==> src/rtl/rtp_slave.sv <==
// rtp_slave: byte-wide SPI responder (mode 0, MSB first) for the
// resistive-touch-panel link. SCK/MOSI are oversampled with clk; received
// bytes are assembled into rx_data and a host-supplied reply byte is shifted
// out on miso. A one-deep holding register decouples the host handshake
// from the serial byte slot.
//
// Optional feature: define RTP_SLAVE_TIMEOUT_EN to abandon a byte after
// TIMEOUT clk cycles without an SCK edge (pulses frame_err). Without it a
// stalled byte stays open and frame_err is always 0.
//
// Ports:
//   clk, rst_n          system clock, async active-low reset
//   sck, mosi           serial clock / data from master (asynchronous)
//   miso                reply data to master (tx_shift[7])
//   tx_data, tx_valid   reply byte offer;  tx_ready: holding register empty
//   rx_data, rx_valid   last received byte; one-cycle pulse on update
//   busy                byte in progress
//   underrun            pulse: byte started with no reply loaded
//   frame_err           pulse: timeout abandoned a byte
`timescale 1ns/1ps
module rtp_slave #(
  parameter logic [7:0] FILL    = 8'hFF,
  parameter int         TIMEOUT = 64
) (
  input  logic       clk,
  input  logic       rst_n,
  input  logic       sck,
  input  logic       mosi,
  output logic       miso,
  input  logic [7:0] tx_data,
  input  logic       tx_valid,
  output logic       tx_ready,
  output logic [7:0] rx_data,
  output logic       rx_valid,
  output logic       busy,
  output logic       underrun,
  output logic       frame_err
);

  logic       sck_m, sck_s, sck_d;
  logic       mosi_m, mosi_s;
  logic       rise, fall;
  logic [3:0] bit_cnt;
  logic       armed;
  logic [7:0] tx_shift, rx_shift;
  logic [7:0] hold_data;
  logic       hold_full;
  logic       slot_open, load, to_fire;

  // two-flop synchronisers plus one delay stage for edge detection
  always_ff @(posedge clk or negedge rst_n) begin
    if (!rst_n) begin
      sck_m  <= 1'b0;
      sck_s  <= 1'b0;
      sck_d  <= 1'b0;
      mosi_m <= 1'b0;
      mosi_s <= 1'b0;
    end else begin
      sck_m  <= sck;
      sck_s  <= sck_m;
      sck_d  <= sck_s;
      mosi_m <= mosi;
      mosi_s <= mosi_m;
    end
  end

  assign rise      = sck_s & ~sck_d;
  assign fall      = ~sck_s & sck_d;
  assign slot_open = (bit_cnt == 4'd0) && !armed;
  assign busy      = (bit_cnt != 4'd0);
  assign miso      = tx_shift[7];
  assign tx_ready  = ~hold_full;
  // Loading only on edge-free cycles keeps the edge actions unambiguous;
  // a byte that starts while the holding byte waits is an underrun and the
  // holding byte waits for the next slot.
  assign load      = slot_open && hold_full && !rise && !fall && !to_fire;

`ifdef RTP_SLAVE_TIMEOUT_EN
  localparam int TW = $clog2(TIMEOUT + 1);
  logic [TW-1:0] to_cnt;

  always_ff @(posedge clk or negedge rst_n) begin
    if (!rst_n)                             to_cnt <= '0;
    else if (rise || fall || !busy || to_fire) to_cnt <= '0;
    else                                    to_cnt <= to_cnt + 1'b1;
  end

  // fires on the TIMEOUT-th consecutive idle cycle of an open byte
  assign to_fire = busy && !rise && !fall && (to_cnt == TW'(TIMEOUT - 1));
`else
  assign to_fire = 1'b0;
`endif

  // holding register
  always_ff @(posedge clk or negedge rst_n) begin
    if (!rst_n) begin
      hold_full <= 1'b0;
      hold_data <= 8'h00;
    end else if (load) begin
      hold_full <= 1'b0;
    end else if (tx_valid && !hold_full) begin
      hold_full <= 1'b1;
      hold_data <= tx_data;
    end
  end

  // byte engine
  always_ff @(posedge clk or negedge rst_n) begin
    if (!rst_n) begin
      bit_cnt   <= 4'd0;
      armed     <= 1'b0;
      tx_shift  <= FILL;
      rx_shift  <= 8'h00;
      rx_data   <= 8'h00;
      rx_valid  <= 1'b0;
      underrun  <= 1'b0;
      frame_err <= 1'b0;
    end else begin
      rx_valid  <= 1'b0;
      underrun  <= 1'b0;
      frame_err <= to_fire;
      if (to_fire) begin
        bit_cnt  <= 4'd0;
        armed    <= 1'b0;
        tx_shift <= FILL;
        rx_shift <= 8'h00;
      end else if (rise) begin
        // saturate at 8: an extra rise before the boundary fall is dropped
        if (bit_cnt != 4'd8) begin
          rx_shift <= {rx_shift[6:0], mosi_s};
          bit_cnt  <= bit_cnt + 4'd1;
        end
        if (slot_open) begin
          underrun <= 1'b1;
          tx_shift <= FILL;
        end
        if (bit_cnt == 4'd7) begin
          rx_data  <= {rx_shift[6:0], mosi_s};
          rx_valid <= 1'b1;
        end
      end else if (fall) begin
        if (bit_cnt == 4'd8) begin
          bit_cnt  <= 4'd0;
          armed    <= 1'b0;
          tx_shift <= FILL;
        end else if (bit_cnt != 4'd0) begin
          tx_shift <= {tx_shift[6:0], 1'b0};
        end
      end else if (load) begin
        tx_shift <= hold_data;
        armed    <= 1'b1;
      end
    end
  end

endmodule

==> config.mk <==
export PLATFORM = sky130hd
export DESIGN_NAME = rtp_slave
export DESIGN_NICKNAME = d
export VERILOG_FILES = /design/src/rtl/rtp_slave.sv
export SDC_FILE = /design/constraint.sdc
export NUM_CORES = 1
export LEC_CHECK = 0
export BUFFER_PORTS_ARGS = -buffer_cell sky130_fd_sc_hd__clkbuf_2
export CAP_MARGIN = 15
export CORE_MARGIN = 8
export CORE_UTILIZATION = 43
export CTS_CLUSTER_SIZE = 28
export DETAILED_ROUTE_END_ITERATION = 7
export PLACE_DENSITY = 0.73
export RECOVER_POWER = 50
export SLEW_MARGIN = 15
export SYNTH_ARGS = -nofsm -noshare
export SYNTH_HDL_FRONTEND = slang
export SYNTH_SLANG_ARGS = --single-unit
==> constraint.sdc <==
create_clock -name clk -period 3.9 [get_ports clk]
set_clock_uncertainty 0.15 [all_clocks]
set_input_delay 0.39 -clock clk [delete_from_list [all_inputs] [get_ports clk]]
set_output_delay 0.39 -clock clk [all_outputs]
set_load 0.005 [all_outputs]
---- Yosys cells after proc, flatten, opt, wreduce, memory -nomap -nowiden ----
Index checks and enable logic that the tools add are counted.
word-level totals
  register bits after elaboration ......... 44
  input bits .............................. 13
  word-level logic and storage cells ...... 70
cells by class
  add/sub/neg operators ................... 1
  eq/ne operators ......................... 7
  multiplexer cells ....................... 19
  bitwise logic cells ..................... 7
  reductions and logical operators ........ 22
operators with widths
  cell                                                                   count
  8-bit 2-to-1 mux                                                       6
  4-bit 2-to-1 mux                                                       4
  1-bit 2-to-1 mux                                                       9
  3-bit AND reduction                                                    3
  2-bit nonzero test                                                     4
  2-bit by 1-bit != test with 1-bit output, second input constant        3
  2-bit AND reduction                                                    3
  1-bit logical AND                                                      5
  1-bit NOT                                                              5
  4-bit by 1-bit adder with 4-bit output, second input constant          1
  4-bit by 3-bit equality test with 1-bit output, second input constant  1
  4-bit equality test, second input constant                             1
  1-bit logical NOT                                                      4
  4-bit logical NOT                                                      1
  4-bit by 3-bit != test with 1-bit output, second input constant        1
  4-bit != test, second input constant                                   1
  4-bit nonzero test                                                     1
  3-bit nonzero test                                                     1
  1-bit AND                                                              2

---- Longest topological paths before layout ----
Gate-level depths: netlist of the first run.
  depth after elaboration ................. 8
  gate-level depth with buffers ........... 9
  depth with buffers taken out ............ 8

---- Worst setup path after synthesis of the first run ----
OpenSTA, ideal clock, no wires.
  kind .................................... flip-flop to flip-flop
  start point ............................. register bit_cnt[0]
  end point ............................... register bit_cnt[3]
  arrival ................................. 1.769 ns
  required time ........................... 3.667 ns
  setup slack ............................. 1.899 ns
  stages on the path, launching flop included .. 10
  path buffers ............................ 1
  clock period less this slack ............ 2.001 ns
  cell sequence ........................... dfrtp_1 inv_1 ha_1 nand3b_1 ha_1 or2_2 clkbuf_1 nor3_1 a21oi_1 o21ai_0
between the ends
  word-level cells in the longest chain between the ends .. 3
  elaborated cells on any way between the ends .. 8
  those cells by class .................... add/sub: 1; eq/ne: 3; mux: 2; reduce/logical: 2
RTL lines
  what                                                                  RTL line  text
  from (decl)                                                           43        logic [3:0] bit_cnt;
  from (signal assigned)                                                131       bit_cnt <= bit_cnt + 4'd1;
  4-bit by 1-bit adder with 4-bit output, or another cell as far along  131
  4-bit 2-to-1 mux, or another cell as far along                        129       if (bit_cnt != 4'd8) begin
  4-bit 2-to-1 mux or 3-bit AND reduction (tied branches)               -
Parallel ways exist; a longest one is shown, timed or not. The select of a mux whose other input is x is not followed.
A chain may end at the register's enable or synchronous reset.

==> results of run 1 <==
==> per-layer routing <==
layer | GRT usage, % | part of all wire (%)
met3 | 3.61 | 4.9
met5 | 0 | 0
met4 | 4.74 | 0.76
met2 | 18.3 | 50
met1 | 13.9 | 44
==> kinds of logic after synthesis <==
kind of cell,after synthesis,synth area share [%]
buffers and inverters,23,4.96
other,1,0.201
multiplexers,31,18.2
AO/OA/AOI/OAI,18,6.90
adder cells (fa/ha/maj),5,3.35
AND/OR/NAND/NOR,24,6.90
flip-flops,44,59.5
==> layout make-up <==
type / instances / area (µm²) / share of cell area (%)
Clock inverter: 2 / 38.8 / 1.81
Tap cell: 52 / 65.1 / 3.03
Sequential cell: 44 / 1110 / 51.7
Timing Repair Buffer: 25 / 123 / 5.71
Multi-Input combinational cell: 79 / 663 / 30.9
Clock buffer: 6 / 82.6 / 3.85
Inverter: 17 / 63.8 / 2.97
==> synthesized netlist by cell type <==
cell	n	area, µm²
nand4_1	1	6.26
o22ai_1	7	43.8
a41oi_1	1	8.76
or2_2	1	6.26
nor2_1	2	7.51
nor2_2	1	6.26
o21a_1	1	7.51
buf_4	1	7.51
inv_1	17	63.8
nor4b_1	1	8.76
buf_2	2	10.0
or3_1	1	6.26
mux2i_1	8	80.1
nand2_1	8	30.0
nor2b_1	1	6.26
conb_1	1	3.75
or3b_4	1	11.3
o31ai_1	1	7.51
a21oi_1	2	10.0
o21ai_0	5	25.0
dfrtp_1	36	901
nor3_1	2	10.0
mux2_2	22	248
o311ai_4	1	26.3
dfstp_2	8	210
ha_1	5	62.6
nand3_1	3	15.0
clkbuf_1	3	11.3
nand3b_1	2	15.0
mux2_1	1	11.3
==> metrics by stage <==
step	hold WS (ns)	utilization, %
4_1_cts	0.0404	50.4
5_1_grt	0.0323	50.4
2_1_floorplan	-0.0556	-
3_3_place_gp	0.182	47.6
6_report	0.0488	50.4
3_5_place_dp	0.190	47.6
==> state kept, by name, summed over array words and instances (netlist names) <==
signal / count
bit_cnt: 4
tx_shift: 8
sck_d: 1
mosi_s: 1
underrun: 1
armed: 1
mosi_m: 1
rx_valid: 1
hold_data: 8
rx_shift: 7
sck_s: 1
hold_full: 1
sck_m: 1
rx_data: 8
==> power groups by stage <==
stage	registers, mW	logic, mW	clock network, mW
floorplan	0.633	0.141	0
global placement	0.648	0.174	0
detailed placement	0.655	0.186	0
CTS	0.647	0.187	0.377
global route	0.662	0.209	0.389
finish	0.647	0.183	0.363
==> layout by cell type, fill, tap and decap left out, types with 2 or more instances in the layout <==
cell type,instances
dfrtp_1,36
clkbuf_2,23
mux2_2,22
inv_1,17
nand2_1,8
mux2i_1,8
dfstp_2,8
o22ai_1,7
clkbuf_8,6
o21ai_0,5
ha_1,5
nand3_1,3
nand3b_1,2
nor3_1,2
nor2_1,2
a21oi_1,2
clkbuf_1,2
==> path summary, 6_finish.rpt <==
check	startpoint	end	slack, ns	depth (start not counted)
worst min register to register	sck_m$_DFF_PN0_	sck_s$_DFF_PN0_	0.20	0
worst max-delay path	rst_n	bit_cnt[0]$_DFFE_PN0P_	1.72	1
worst min-delay path	mosi	mosi_m$_DFF_PN0_	0.05	1
worst max register to register	bit_cnt[0]$_DFFE_PN0P_	bit_cnt[3]$_DFFE_PN0P_	1.81	8
max in group clk	bit_cnt[0]$_DFFE_PN0P_	bit_cnt[3]$_DFFE_PN0P_	1.81	8
min in group asynchronous	rst_n	sck_m$_DFF_PN0_	0.60	1
==> reports/results.txt, run 1 <==
outcome = finished, violations left
violations in the final reports = max-capacitance violations, max-slew violations
CORE AREA = 4260 µm²
# nets final = 190
Max stage delay on crit path = 1.56 ns
Congestion Overflow GR = 0
Comb pwr share = 15.3%
ANT cells = 0
arrival time at the worst endpoint = 1.97 ns
CTS root buffer = clkbuf_8
Slew @ Worst Pin = 2.24 ns
crit path max fanout = 44
Sw Share = 24.9%
CP cell instances = clkbuf_1
PortBufs = 25
Int Pwr = 0.896 mW
Req. time, crit path = 3.70 ns
Inst Count DP = 217
setup slack after layout = 1.72 ns
# setup viols final = 0
hold_buf cts = 0
Post-DRT Antenna Nets = 0
sequential power share = 54.2%
CP startpoint kind = primary input
Hold WC Path Type = primary input to flop
number of distinct library cells after synthesis = 30
number of global-route vias before repair = 1,278
Area Overhead vs Synth = 15.0%
total power = 1.19 mW
fraction of layout cells with a size suffix above 1 = 37.6%
NetSw = 0.298 mW
fmax = 0.460 GHz
Mean Syn Cell Area = 12.8 µm²
Syn Nets = 164
number of H-tree levels = 2
CTS Buffer Depth = 2
drt via density = 5.19
full die area = 6710 µm²
worst-skew pair later-pin latency = 0.29 ns
placed cell areas = 2030 µm²
Die W = 81.9 µm
fillers = 377
Die Ht = 81.9 µm
CTS sink cnt = 44
PD cells = 556 nW/µm²
CP top delay family = buffers and inverters
setup_tns = 0 ns
Worst-path clk slew = 0.08 ns
first-pass GRT wire length = 6000 µm
RSZ-0062 raised after global routing = no
Slew headroom = -49.3%
Synth Cell Area = 1870 µm²
largest net degree at the start of global routing = 45
Mapped Cells = 146
FP Rows = 24
period utilisation layout = 55.8%
Non-Filler Instances = 225
DR iter-0 viols = 86
# DRC = 0
IO Count = 27
DR WL/cell = 15.2 µm
CTS Buf Count = 5
Place WS = 1.83 ns
leakage power = 1.04 nW
VDD IR max = 0.273 mV
min cycle time layout = 2.18 ns
CTS tree = built
RePlAce Congestion = 0.847
via count = 1,168
final hold violation count = 0
Yosys reg bits = 44
Crit Path Class = primary input to async pin
CTS resizes = 0
post-synthesis sequential area ratio = 59.5%
Initial Util = 43.8%
Clk pwr share = 30.5%
Design Area, Final = 2150 µm²
critical path capture point type = async pin
max-slew violations = 45
DP HPWL = 2480 µm
slowest CP cell = clkbuf_1
antenna violations before repair = 0
Initial DRT Pass Iterations = 4
Ys Warns = 0
Max Cap Viol = 1
CP Buf/Inv Count = 1
final WL = 3430 µm
GRT Overall Usage = 11.4%
Post-CTS Setup Bufs = 0
Power figures use the tool's default switching activity.
==> run 2: changes to the inputs <==
Clock period 3.9 ns to 2.18 ns, I/O delays scaled along.
==> run 2 against run 1 <==
Effect of this change:
- the run now ends clean
- cell area is 3.7% higher
- die area stayed put
- utilization is 1.8 points higher
- critical endpoint is now rx_data[6]$_DFFE_PN0P_
- highest routed layer unchanged
==> reports/results.txt, run 2 (same netlist as run 1, synthesis figures left out) <==
Area Overhead vs Synth = 19.2%
Initial Util = 43.8%
PortBufs = 25
Non-Filler Instances = 234
number of H-tree levels = 2
leakage power = 1.07 nW
CP startpoint kind = flop
via count = 1,171
Max Cap Viol = 0
Post-DRT Antenna Nets = 0
Worst-path clk slew = 0.08 ns
DR WL/cell = 14.6 µm
# DRC = 0
arrival time at the worst endpoint = 2.08 ns
DP HPWL = 2500 µm
final hold violation count = 0
number of global-route vias before repair = 1,227
DR iter-0 viols = 89
most frequent cells in the layout = dfrtp_1 (36), clkbuf_2 (24), mux2_2 (22)
FP Rows = 24
fraction of layout cells with a size suffix above 1 = 38.5%
full die area = 6710 µm²
drt via density = 5.00
first-pass GRT wire length = 5620 µm
CTS Buffer Depth = 2
CTS sink cnt = 44
CTS Buf Count = 5
Congestion Overflow GR = 0
RePlAce Congestion = 0.852
max-slew violations = 0
Place WS = 0.0654 ns
VDD IR max = 0.512 mV
Inst Count DP = 220
critical path capture point type = flop
Hold WC Path Type = primary input to flop
period utilisation layout = 94.5%
Die W = 81.9 µm
CORE AREA = 4260 µm²
Die Ht = 81.9 µm
Slew headroom = 31.5%
RSZ-0062 raised after global routing = no
CTS root buffer = clkbuf_8
# nets final = 199
final WL = 3420 µm
IO Count = 27
commonest non-fill, non-tap cell in the layout = dfrtp_1
Hold WS = 0.00700 ns
largest net degree at the start of global routing = 45
GRT Overall Usage = 10.9%
antenna violations before repair = 0
PD cells = 943 nW/µm²
min cycle time layout = 2.06 ns
biggest regs = hold_data: 8 flops, rx_data: 8 flops, tx_shift: 8 flops
ANT cells = 0
Crit Path Class = flop to flop
# setup viols final = 0
setup_tns = 0 ns
setup slack after layout = 0.120 ns
outcome = finished clean
Initial DRT Pass Iterations = 4
crit path max fanout = 9
fmax = 0.485 GHz
worst-skew pair later-pin latency = 0.29 ns
final core utilization = 52.2%
fillers = 388
Slew @ Worst Pin = 1.03 ns
CTS tree = built
Req. time, crit path = 2.20 ns
run 2: cell types whose count changed in the layout (fill, tap and decap cells not counted), sizes merged:
| cell | before | now |
|---|---|---|
| clkinv | 1 | 0 |
| dlygate4sd3 | 0 | 5 |
| buf | 0 | 3 |
| clkbuf | 31 | 33 |
run 2: where the power goes:
| group | internal (mW) | switching (mW) | total [mW] | leakage (nW) |
|---|---|---|---|---|
| combinational | 0.197 | 0.149 | 0.346 | 0.489 |
| clock | 0.343 | 0.256 | 0.599 | 0.0524 |
| sequential | 1.05 | 0.110 | 1.16 | 0.533 |
run 2: final cells by class:
type                            count  area, µm²  area share, %
Clock buffer                        7       76.3           3.43
Clock inverter                      1       30.0           1.35
Inverter                           17       63.8           2.87
Sequential cell                    44       1110           49.9
Multi-Input combinational cell     79        679           30.5
Tap cell                           52       65.1           2.92
Timing Repair Buffer               34        200           8.99
run 2: worst paths after layout:
kind	cells past startpoint	startpoint	slack (ns)	end
min reg2reg	0	mosi_m$_DFF_PN0_	0.21	mosi_s$_DFF_PN0_
min	2	tx_data[2]	0.007	hold_data[2]$_DFFE_PN0P_
max	5	sck_d$_DFF_PN0_	0.12	rx_data[6]$_DFFE_PN0P_
max in group asynchronous	3	rst_n	0.68	hold_full$_DFFE_PN0P_
min in group asynchronous	3	rst_n	0.57	sck_m$_DFF_PN0_
max reg2reg	5	sck_d$_DFF_PN0_	0.12	rx_data[6]$_DFFE_PN0P_
run 2: worst max-delay path, stage by stage, from the launching register on:
cell	delay, ns
dfrtp_1	0.38
inv_1	0.06
ha_1	0.34
nand2_1	0.12
or3_1	0.51
mux2_1	0.39
run 2: timing repair:
item / in CTS / in global routing
endpoints found under the setup margin: 0 / 9
hold buffers: 4 / 1
buffers inserted: 0 / 1
resized for setup: 0 / 4
hold endpoints to repair: 39 / 1
run 2: metal layers:
metal / GRT usage [%] / vias up / routed length, µm
met2: 17.6 / 23 / 1690
li1: - / 570 / -
met1: 13.0 / 576 / 1530
met4: 4.74 / 0 / 27
met5: 0 / - / 0
met3: 3.39 / 2 / 171
run 2: stage by stage:
stage | power (mW) | cell area, µm²
5_1_grt | 2.21 | 2230
6_report | 2.10 | 2230
3_5_place_dp | 1.51 | 2050
2_1_floorplan | 1.39 | 1870
3_3_place_gp | 1.48 | 2050
4_1_cts | 2.12 | 2200
==> run 3: changes to the inputs <==
Settings changed: BUFFER_PORTS_ARGS -buffer_cell sky130_fd_sc_hd__clkbuf_2 to -buffer_cell sky130_fd_sc_hd__buf_2.
==> run 3 against run 2 <==
Effect of this change:
- register-to-register slack improved by 0.02 ns
- non-clock buffer count is 3 higher
- first-iteration DRC count increased by 9.0%
==> reports/results.txt, run 3 (same netlist as run 1, synthesis figures left out) <==
biggest regs = hold_data: 8 flops, rx_data: 8 flops, tx_shift: 8 flops
min cycle time layout = 2.04 ns
origin of the worst setup path = bit_cnt[0]$_DFFE_PN0P_
most frequent cells in the layout = dfrtp_1 (36), mux2_2 (22), inv_1 (17)
Slew @ Worst Pin = 0.591 ns
max-slew violations = 0
FP Rows = 24
Inst Count DP = 221
CTS sink cnt = 44
critical path capture point type = flop
setup slack after layout = 0.143 ns
via count = 1,234
Initial DRT Pass Iterations = 4
Congestion Overflow GR = 0
final WL = 3660 µm
IO Count = 27
Worst Setup EP = bit_cnt[3]$_DFFE_PN0P_
Place WS = 0.0332 ns
VDD IR max = 0.541 mV
Die W = 81.9 µm
Hold WC Path Type = primary input to flop
full die area = 6710 µm²
outcome = finished clean
Area Overhead vs Synth = 18.4%
Slew headroom = 60.6%
final hold violation count = 0
CTS Buf Count = 5
PortBufs = 25
setup_tns = 0 ns
period utilisation layout = 93.5%
Design Area, Final = 2210 µm²
number of H-tree levels = 2
Worst-path clk slew = 0.08 ns
CORE AREA = 4260 µm²
RePlAce Congestion = 0.859
CTS tree = built
Hold WS = 0.0103 ns
flop-to-flop setup slack = 0.14 ns
RSZ-0062 raised after global routing = no
ANT cells = 0
R2R depth = 8
Crit Path Class = flop to flop
CP startpoint kind = flop
CTS root buffer = clkbuf_8
PD cells = 910 nW/µm²
commonest non-fill, non-tap cell in the layout = dfrtp_1
# DRC = 0
Critical R2R Launch = bit_cnt[0]$_DFFE_PN0P_
Initial Util = 43.8%
fillers = 393
largest net degree at the start of global routing = 29
Non-Filler Instances = 237
DR iter-0 viols = 97
arrival time at the worst endpoint = 2.09 ns
DR WL/cell = 15.4 µm
GRT Overall Usage = 12.1%
DP HPWL = 2660 µm
Req. time, crit path = 2.24 ns
worst-skew pair later-pin latency = 0.29 ns
fraction of layout cells with a size suffix above 1 = 33.5%
crit path max fanout = 8
total power = 2.01 mW
antenna violations before repair = 0
Die Ht = 81.9 µm
drt via density = 5.21
CTS Buffer Depth = 2
# setup viols final = 0
first-pass GRT wire length = 6210 µm
# nets final = 202
Post-DRT Antenna Nets = 0
Max Cap Viol = 0
FF-to-FF End = bit_cnt[3]$_DFFE_PN0P_
number of global-route vias before repair = 1,295
leakage power = 1.05 nW
placed cell areas = 2060 µm²
final core utilization = 51.8%
fmax = 0.491 GHz
-- run 3: cell types whose count changed in the layout (fill, tap and decap cells not counted), sizes merged --
| cell | before | now |
|---|---|---|
| clkbuf | 33 | 18 |
| bufinv | 1 | 0 |
| dlygate4sd3 | 5 | 6 |
| clkinv | 0 | 1 |
| buf | 3 | 20 |
-- run 3: how the worst min path moves through the flow --
stage / cells after the start / endpoint / from / slack, ns
after detailed placement: 1 / rx_shift[5]$_DFFE_PN0P_ / rst_n / 0.12
after floorplan: 0 / armed$_DFFE_PN0P_ / rst_n / -0.23
final: 2 / hold_data[0]$_DFFE_PN0P_ / tx_data[0] / 0.01
after global placement: 1 / sck_m$_DFF_PN0_ / rst_n / 0.1
after global routing: 2 / hold_data[0]$_DFFE_PN0P_ / tx_data[0] / 0.0003
after CTS: 2 / hold_data[4]$_DFFE_PN0P_ / tx_data[4] / 0.003
-- run 3: worst max-delay path, cell delays in order, from the launching register on --
cell	delay, ns
dfrtp_1	0.42
inv_1	0.09
ha_2	0.21
nand3b_1	0.12
ha_1	0.29
or2_4	0.26
nor3_1	0.19
a21oi_1	0.06
o21ai_0	0.15
-- run 3: routing by layer --
layer  vias up  routed length, µm  global-route usage [%]
met5         -                  0                       0
met4         0                 29                    3.68
met3         6                228                    4.27
met2        44               1880                    19.7
met1       616               1520                    14.8
li1        568                  -                       -
-- run 3: area by class of cell --
class                           instances  area, µm²  share of cell area [%]
Clock buffer                            7       76.3                    3.45
Clock inverter                          1       8.76                   0.396
Inverter                               17       63.8                    2.89
Multi-Input combinational cell         79        674                    30.5
Sequential cell                        44       1110                    50.3
Tap cell                               52       65.1                    2.94
Timing Repair Buffer                   37        211                    9.56
-- run 3: where the power goes --
part | internal [mW] | switching, mW | total (mW)
clock network | 0.229 | 0.264 | 0.493
registers | 1.05 | 0.111 | 1.16
logic | 0.202 | 0.160 | 0.362
-- run 3: repair_timing --
item | 4_1_cts | 5_1_grt
setup buffers | 0 | 2
resized for setup | 1 | 2
endpoints found under the hold margin | 25 | 0
cloned | 0 | 0
setup endpoints to repair | 1 | 1
hold buffers | 6 | 0
